**src/rtl/dm_seq_pkg.sv**
```systemverilog
// Shared types and default widths for the data-memory operation sequencer.
package dm_seq_pkg;

    localparam int DW_DEF = 8;
    localparam int AW_DEF = 8;

    typedef enum logic [2:0] {
        OP_XOR     = 3'd0,
        OP_AND     = 3'd1,
        OP_OR      = 3'd2,
        OP_ADD     = 3'd3,
        OP_SUB     = 3'd4,
        OP_PASS_A  = 3'd5,
        OP_NOT_A   = 3'd6,
        OP_ILLEGAL = 3'd7
    } op_t;

    typedef enum logic [2:0] {
        S_IDLE,
        S_RD_A,
        S_RD_B,
        S_WR,
        S_DONE
    } state_t;

endpackage

```
**src/rtl/dm_alu.sv**
```systemverilog
// Combinational element operator; ADD/SUB wrap modulo 2^DW with no carry out.
module dm_alu
    import dm_seq_pkg::*;
#(
    parameter int DW = DW_DEF
) (
    input  logic [DW-1:0] a_i,
    input  logic [DW-1:0] b_i,
    input  op_t           op_i,
    output logic [DW-1:0] y_o
);

    always_comb begin
        y_o = '0;
        case (op_i)
            OP_XOR:    y_o = a_i ^ b_i;
            OP_AND:    y_o = a_i & b_i;
            OP_OR:     y_o = a_i | b_i;
            OP_ADD:    y_o = a_i + b_i;
            OP_SUB:    y_o = a_i - b_i;
            OP_PASS_A: y_o = a_i;
            OP_NOT_A:  y_o = ~a_i;
            default:   y_o = '0;
        endcase
    end

endmodule

```
**src/rtl/dm_op_sequencer.sv**
```systemverilog
// Vector engine: mem[dst+i] = mem[src_a+i] OP mem[src_b+i] for i in [0, len),
// sole datamem master while busy; start/busy/done handshake.
module dm_op_sequencer
    import dm_seq_pkg::*;
#(
    parameter int DW     = DW_DEF,
    parameter int AW     = AW_DEF,
    parameter int LW     = AW + 1,
    parameter int RD_LAT = 0
) (
    input  logic          clk,
    input  logic          reset,
    input  logic          start,
    input  logic [2:0]    op,
    input  logic [AW-1:0] src_a,
    input  logic [AW-1:0] src_b,
    input  logic [AW-1:0] dst,
    input  logic [LW-1:0] len,
    output logic          busy,
    output logic          done,
    output logic          err,
    output logic [AW-1:0] dm_addr,
    output logic          dm_write,
    output logic [DW-1:0] dm_dat_in,
    input  logic [DW-1:0] dm_dat_out
);

    localparam logic [1:0] LAT_LAST = 2'(RD_LAT);

    state_t        state_q, state_d;
    op_t           op_q, op_d;
    logic [AW-1:0] src_a_q, src_a_d;
    logic [AW-1:0] src_b_q, src_b_d;
    logic [AW-1:0] dst_q, dst_d;
    logic [LW-1:0] len_q, len_d;
    logic [LW-1:0] idx_q, idx_d;
    logic [1:0]    wcnt_q, wcnt_d;
    logic [DW-1:0] reg_a_q, reg_a_d;
    logic [AW-1:0] dm_addr_q, dm_addr_d;
    logic          dm_write_q, dm_write_d;
    logic [DW-1:0] dm_dat_in_q, dm_dat_in_d;
    logic          err_q, err_d;
    logic [DW-1:0] alu_y;

    // Operand b goes straight from the read port into the ALU on its capture
    // cycle, so the write data is registered in time for the single WR cycle.
    dm_alu #(.DW(DW)) u_alu (
        .a_i  (reg_a_q),
        .b_i  (dm_dat_out),
        .op_i (op_q),
        .y_o  (alu_y)
    );

    always_comb begin
        state_d     = state_q;
        op_d        = op_q;
        src_a_d     = src_a_q;
        src_b_d     = src_b_q;
        dst_d       = dst_q;
        len_d       = len_q;
        idx_d       = idx_q;
        wcnt_d      = wcnt_q;
        reg_a_d     = reg_a_q;
        dm_addr_d   = dm_addr_q;
        dm_write_d  = 1'b0;
        dm_dat_in_d = dm_dat_in_q;
        err_d       = err_q;

        case (state_q)
            S_IDLE, S_DONE: begin
                if (start) begin
                    if (op_t'(op) == OP_ILLEGAL) begin
                        err_d   = 1'b1;
                        state_d = S_DONE;
                    end else if (len == '0) begin
                        err_d   = 1'b0;
                        state_d = S_DONE;
                    end else begin
                        op_d      = op_t'(op);
                        src_a_d   = src_a;
                        src_b_d   = src_b;
                        dst_d     = dst;
                        len_d     = len;
                        idx_d     = '0;
                        wcnt_d    = '0;
                        err_d     = 1'b0;
                        dm_addr_d = src_a;
                        state_d   = S_RD_A;
                    end
                end
            end
            S_RD_A: begin
                if (wcnt_q == LAT_LAST) begin
                    reg_a_d   = dm_dat_out;
                    wcnt_d    = '0;
                    dm_addr_d = src_b_q + idx_q[AW-1:0];
                    state_d   = S_RD_B;
                end else begin
                    wcnt_d = wcnt_q + 2'd1;
                end
            end
            S_RD_B: begin
                if (wcnt_q == LAT_LAST) begin
                    wcnt_d      = '0;
                    dm_dat_in_d = alu_y;
                    dm_write_d  = 1'b1;
                    dm_addr_d   = dst_q + idx_q[AW-1:0];
                    state_d     = S_WR;
                end else begin
                    wcnt_d = wcnt_q + 2'd1;
                end
            end
            S_WR: begin
                if (idx_q == len_q - LW'(1)) begin
                    state_d = S_DONE;
                end else begin
                    idx_d     = idx_q + LW'(1);
                    dm_addr_d = src_a_q + idx_q[AW-1:0] + AW'(1);
                    state_d   = S_RD_A;
                end
            end
            default: state_d = S_IDLE;
        endcase
    end

    always_ff @(posedge clk or negedge reset) begin
        if (!reset) begin
            state_q     <= S_IDLE;
            op_q        <= OP_XOR;
            src_a_q     <= '0;
            src_b_q     <= '0;
            dst_q       <= '0;
            len_q       <= '0;
            idx_q       <= '0;
            wcnt_q      <= '0;
            reg_a_q     <= '0;
            dm_addr_q   <= '0;
            dm_write_q  <= 1'b0;
            dm_dat_in_q <= '0;
            err_q       <= 1'b0;
        end else begin
            state_q     <= state_d;
            op_q        <= op_d;
            src_a_q     <= src_a_d;
            src_b_q     <= src_b_d;
            dst_q       <= dst_d;
            len_q       <= len_d;
            idx_q       <= idx_d;
            wcnt_q      <= wcnt_d;
            reg_a_q     <= reg_a_d;
            dm_addr_q   <= dm_addr_d;
            dm_write_q  <= dm_write_d;
            dm_dat_in_q <= dm_dat_in_d;
            err_q       <= err_d;
        end
    end

    assign busy      = (state_q == S_RD_A) || (state_q == S_RD_B) || (state_q == S_WR);
    assign done      = (state_q == S_DONE);
    assign err       = err_q;
    assign dm_addr   = dm_addr_q;
    assign dm_write  = dm_write_q;
    assign dm_dat_in = dm_dat_in_q;

endmodule

```
**config.mk**
```make
export PLATFORM = sky130hd
export DESIGN_NAME = dm_op_sequencer
export DESIGN_NICKNAME = d
export VERILOG_FILES = /design/src/rtl/dm_seq_pkg.sv /design/src/rtl/dm_alu.sv /design/src/rtl/dm_op_sequencer.sv
export SDC_FILE = /design/constraint.sdc
export NUM_CORES = 1
export LEC_CHECK = 0
export BUFFER_PORTS_ARGS = -buffer_cell sky130_fd_sc_hd__buf_2
export CORE_MARGIN = 2
export CORE_UTILIZATION = 40
export CTS_BUF_LIST = sky130_fd_sc_hd__clkbuf_8
export DETAILED_ROUTE_END_ITERATION = 7
export PLACE_DENSITY = 0.55
export SYNTH_ARGS = -nofsm -noshare
export SYNTH_HDL_FRONTEND = slang
export SYNTH_SLANG_ARGS = --single-unit
```
**constraint.sdc**
```tcl
create_clock -name clk -period 4.55 [get_ports clk]
set_input_delay 0.6825 -clock clk [delete_from_list [all_inputs] [get_ports clk]]
set_output_delay 0.6825 -clock clk [all_outputs]
set_load 0.03 [all_outputs]
```
==> impl_metrics.py <==
metrics = {
    "detailed_routing": {
        "drt_iter0_drc": 346,
        "vias": 4482,
        "vias_per_cell": 5.206,
        "ant_nets": 0,
        "routedWlPerCell_um": 15.27,
        "drcViolationCount": 0,
        "wirelength_um": 13150,
        "dr.pass1.iters": 4,
    },
    "placed_design": {
        "post-place-cells": 845,
        "dpl_cell_area_um2": 5787,
        "gp_congestion": 0.8364,
        "hpwl_um": 9705,
        "port_buffers": 66,
    },
    "timing": {
        "tightest_slew_ns": 1.146,
        "finalHoldViolCount": 0,
        "rsz0062_at_grt": "false",
        "setup_tns_ns": 0,
        "slew_viol_final": 0,
        "fmax_mhz": 297.9,
        "finalSetupViolations": 0,
        "hold_slack_ns": 0.4433,
        "period_share": 0.7377,
        "period_needed_ns": 3.357,
        "clock_skew_ns": 0.01094,
        "slew_headroom": 0.2343,
    },
    "floorplanning": {
        "row_count": 42,
        "die_y_um": 119.2,
        "core_um2": 13090,
        "dieWidth_um": 119.2,
        "pin_count": 67,
        "dieArea_um2": 14220,
        "start_util": 0.4060,
    },
    "yosys": {
        "ys_ff_latch": 76,
        "ys_warn_count": 0,
        "yosysTopAreaCell": "dfrtp_1",
        "ys_seq_area_frac": 0.3580,
        "synth_flop_cell": "dfrtp_1",
        "syn_avg_cell_area_um2": 8.460,
        "yosysUniqueCellTypes": 59,
        "netlist_area_um2": 5313,
        "synth_cells": 628,
        "synth.top_cell.area_share": 0.3580,
        "synth_fp_nets": 720,
        "synth_edf_count": 0,
        "synthArstFlopShare": 1.000,
        "synth_area_leaders": "dfrtp_1 36%, nand2_1 10%, ha_1 9.9%",
    },
    "critical_path": {
        "worst-r2r-cell-count": 10,
        "crit_path_max_incr_delay_ns": 0.42,
        "path_max_fanout": 15,
        "critPathLaunchType": "flip-flop",
        "worstReg2RegStart": "len_q[0]",
        "critPathCaptureType": "flip-flop",
        "cp_cell_sequence": "inv_1, ha_1, or3b_4, o31a_1, or3_1, a21o_1, a2111oi_4, buf_4, nand3b_2, mux2_2",
        "critical_path_required_ns": 4.82,
        "rr_endpoint": "dm_addr[6]",
        "rrSetupSlack_ns": 1.19,
        "worst-setup-path-type": "reg2reg",
        "cp.arrival_ns": 3.63,
        "cp_num_buf_inv": 2,
        "cp_slowest_cell": "dfrtp_1",
        "crit_family": "simple AND/OR/NAND/NOR gates",
    },
    "clock_network": {
        "holdBufCountCts": 0,
        "cts_buffers": 9,
        "ctsResizeCount": 0,
        "clock-sinks": 76,
        "worstSkewPairLatency_ns": 0.38,
        "htree_levels": 3,
        "post-cts-setup-buffer-count": 0,
        "cts_root_buf": "clkbuf_8",
        "clk_pin_slew_ns": 0.09,
        "clockBufferDepth": 2,
        "cts_tree": "built",
    },
    "power_and_ir_drop": {
        "p_leak_nw": 2.972,
        "ir_worst_vdd_uv": 129.8,
        "power_per_cell_area_nw_per_um2": 239.1,
    },
    "job": {
        "cap_violations": 0,
    },
    "global_routing": {
        "grt_max_degree": 77,
        "grt_first_pass_wirelength_um": 22010,
        "antenna_found_initial": 0,
        "grt_pass1_vias": 4323,
        "grtUsageTotal": 0.1982,
        "grt-ovfl-total": 0,
    },
    "final_layout": {
        "layout_common_cells": "142 x nand2_1, 76 x dfrtp_1, 65 x buf_2",
        "area_growth_pct": 12.88,
        "fillCellCount": 1300,
        "finalNonFillerCells": 861,
        "nets": 772,
        "final_area_um2": 5997,
        "drive_gt1_frac": 0.1606,
        "final_common_cell": "nand2_1",
        "antenna_cells": 0,
    },
    "worst_hold_path": {
        "hold_class": "in2async",
    },
    "outcome": {
        "status": "completed",
    },
}
==> sequential cells by signal (all words and copies together) (netlist names) <==
signal and cells:
op_q 3, dm_dat_in 8, idx_q 9, dst_q 8
wcnt_q 2, src_b_q 8, state_q 3, reg_a_q 8
dm_write 1, dm_addr 8, err 1, len_q 9
src_a_q 8
==> through the flow <==
stage | total power [W] | worst slack [ns] | utilization
2_1_floorplan | 0.0008167 | 1.286 | -
3_3_place_gp | 0.0008823 | 1.253 | 0.4422
3_5_place_dp | 0.0008866 | 1.217 | 0.4422
4_1_cts | 0.001457 | 1.192 | 0.4583
5_1_grt | 0.001512 | 0.9303 | 0.4583
6_report | 0.001434 | 1.193 | 0.4583
==> Yosys cell counts (all sizes together) (4+ instances only) <==
library cell / instances
nand2: 142
dfrtp: 76
o21ai: 46
ha: 42
inv: 38
nor2: 36
xnor2: 30
clkbuf: 28
a21oi: 24
nor2b: 15
nand2b: 14
nor3: 11
mux2: 10
mux2i: 9
xor2: 8
nand3: 7
nand4: 6
o31ai: 6
a221oi: 4
o22ai: 4
or2: 4
==> cell families after synthesis <==
kind of cell / Yosys count / share of synthesized area
simple gates: 256 / 0.2179
compound gates: 122 / 0.1484
flops: 76 / 0.3580
buf+inv: 68 / 0.05017
fa+ha+maj: 46 / 0.1121
xor+xnor: 38 / 0.06265
mux: 22 / 0.05087
==> metal layers <==
layer  vias to the layer above  GRT usage  share of wire
met4                         0    0.08110          0.016
met2                        81     0.2999           0.44
met3                        14    0.03400          0.037
li1                       2252          -              -
met1                      2135     0.2804           0.51
met5                         -          0              0
==> power by group <==
part	internal, W	total, W	switching, W
logic	0.0000758	0.000178	0.000102
registers	0.000686	0.000695	0.00000898
clock network	0.000273	0.000562	0.000289
==> worst reg2reg max path: stages, from the launching register on <==
cell	delay (ns)
dfrtp_1	0.42
inv_1	0.09
ha_1	0.20
or3b_4	0.42
o31a_1	0.26
or3_1	0.35
a21o_1	0.22
a2111oi_4	0.34
buf_4	0.23
nand3b_2	0.34
mux2_2	0.39
==> worst max-delay path by stage <==
| stage | start | endpoint | depth (start not counted) |
|---|---|---|---|
| finish | len_q[0] | dm_addr[6] | 10 |
| global route | op_q[2] | dm_dat_in[3] | 12 |
| CTS | len_q[0] | dm_addr[6] | 10 |
| detailed placement | len_q[0] | dm_addr[6] | 10 |
| global placement | len_q[0] | dm_addr[6] | 10 |
| floorplan | state_q[0] | dm_addr[6] | 15 |
==> layout make-up <==
cell class | instances | area [µm²] | area share
Clock inverter | 6 | 72.57 | 0.01210
Timing Repair Buffer | 71 | 370.4 | 0.06176
Clock buffer | 10 | 137.6 | 0.02295
Inverter | 38 | 142.6 | 0.02378
Tap cell | 176 | 220.2 | 0.03672
Multi-Input combinational cell | 484 | 3152 | 0.5256
Sequential cell | 76 | 1902 | 0.3171
Power figures use the tool's default switching activity.
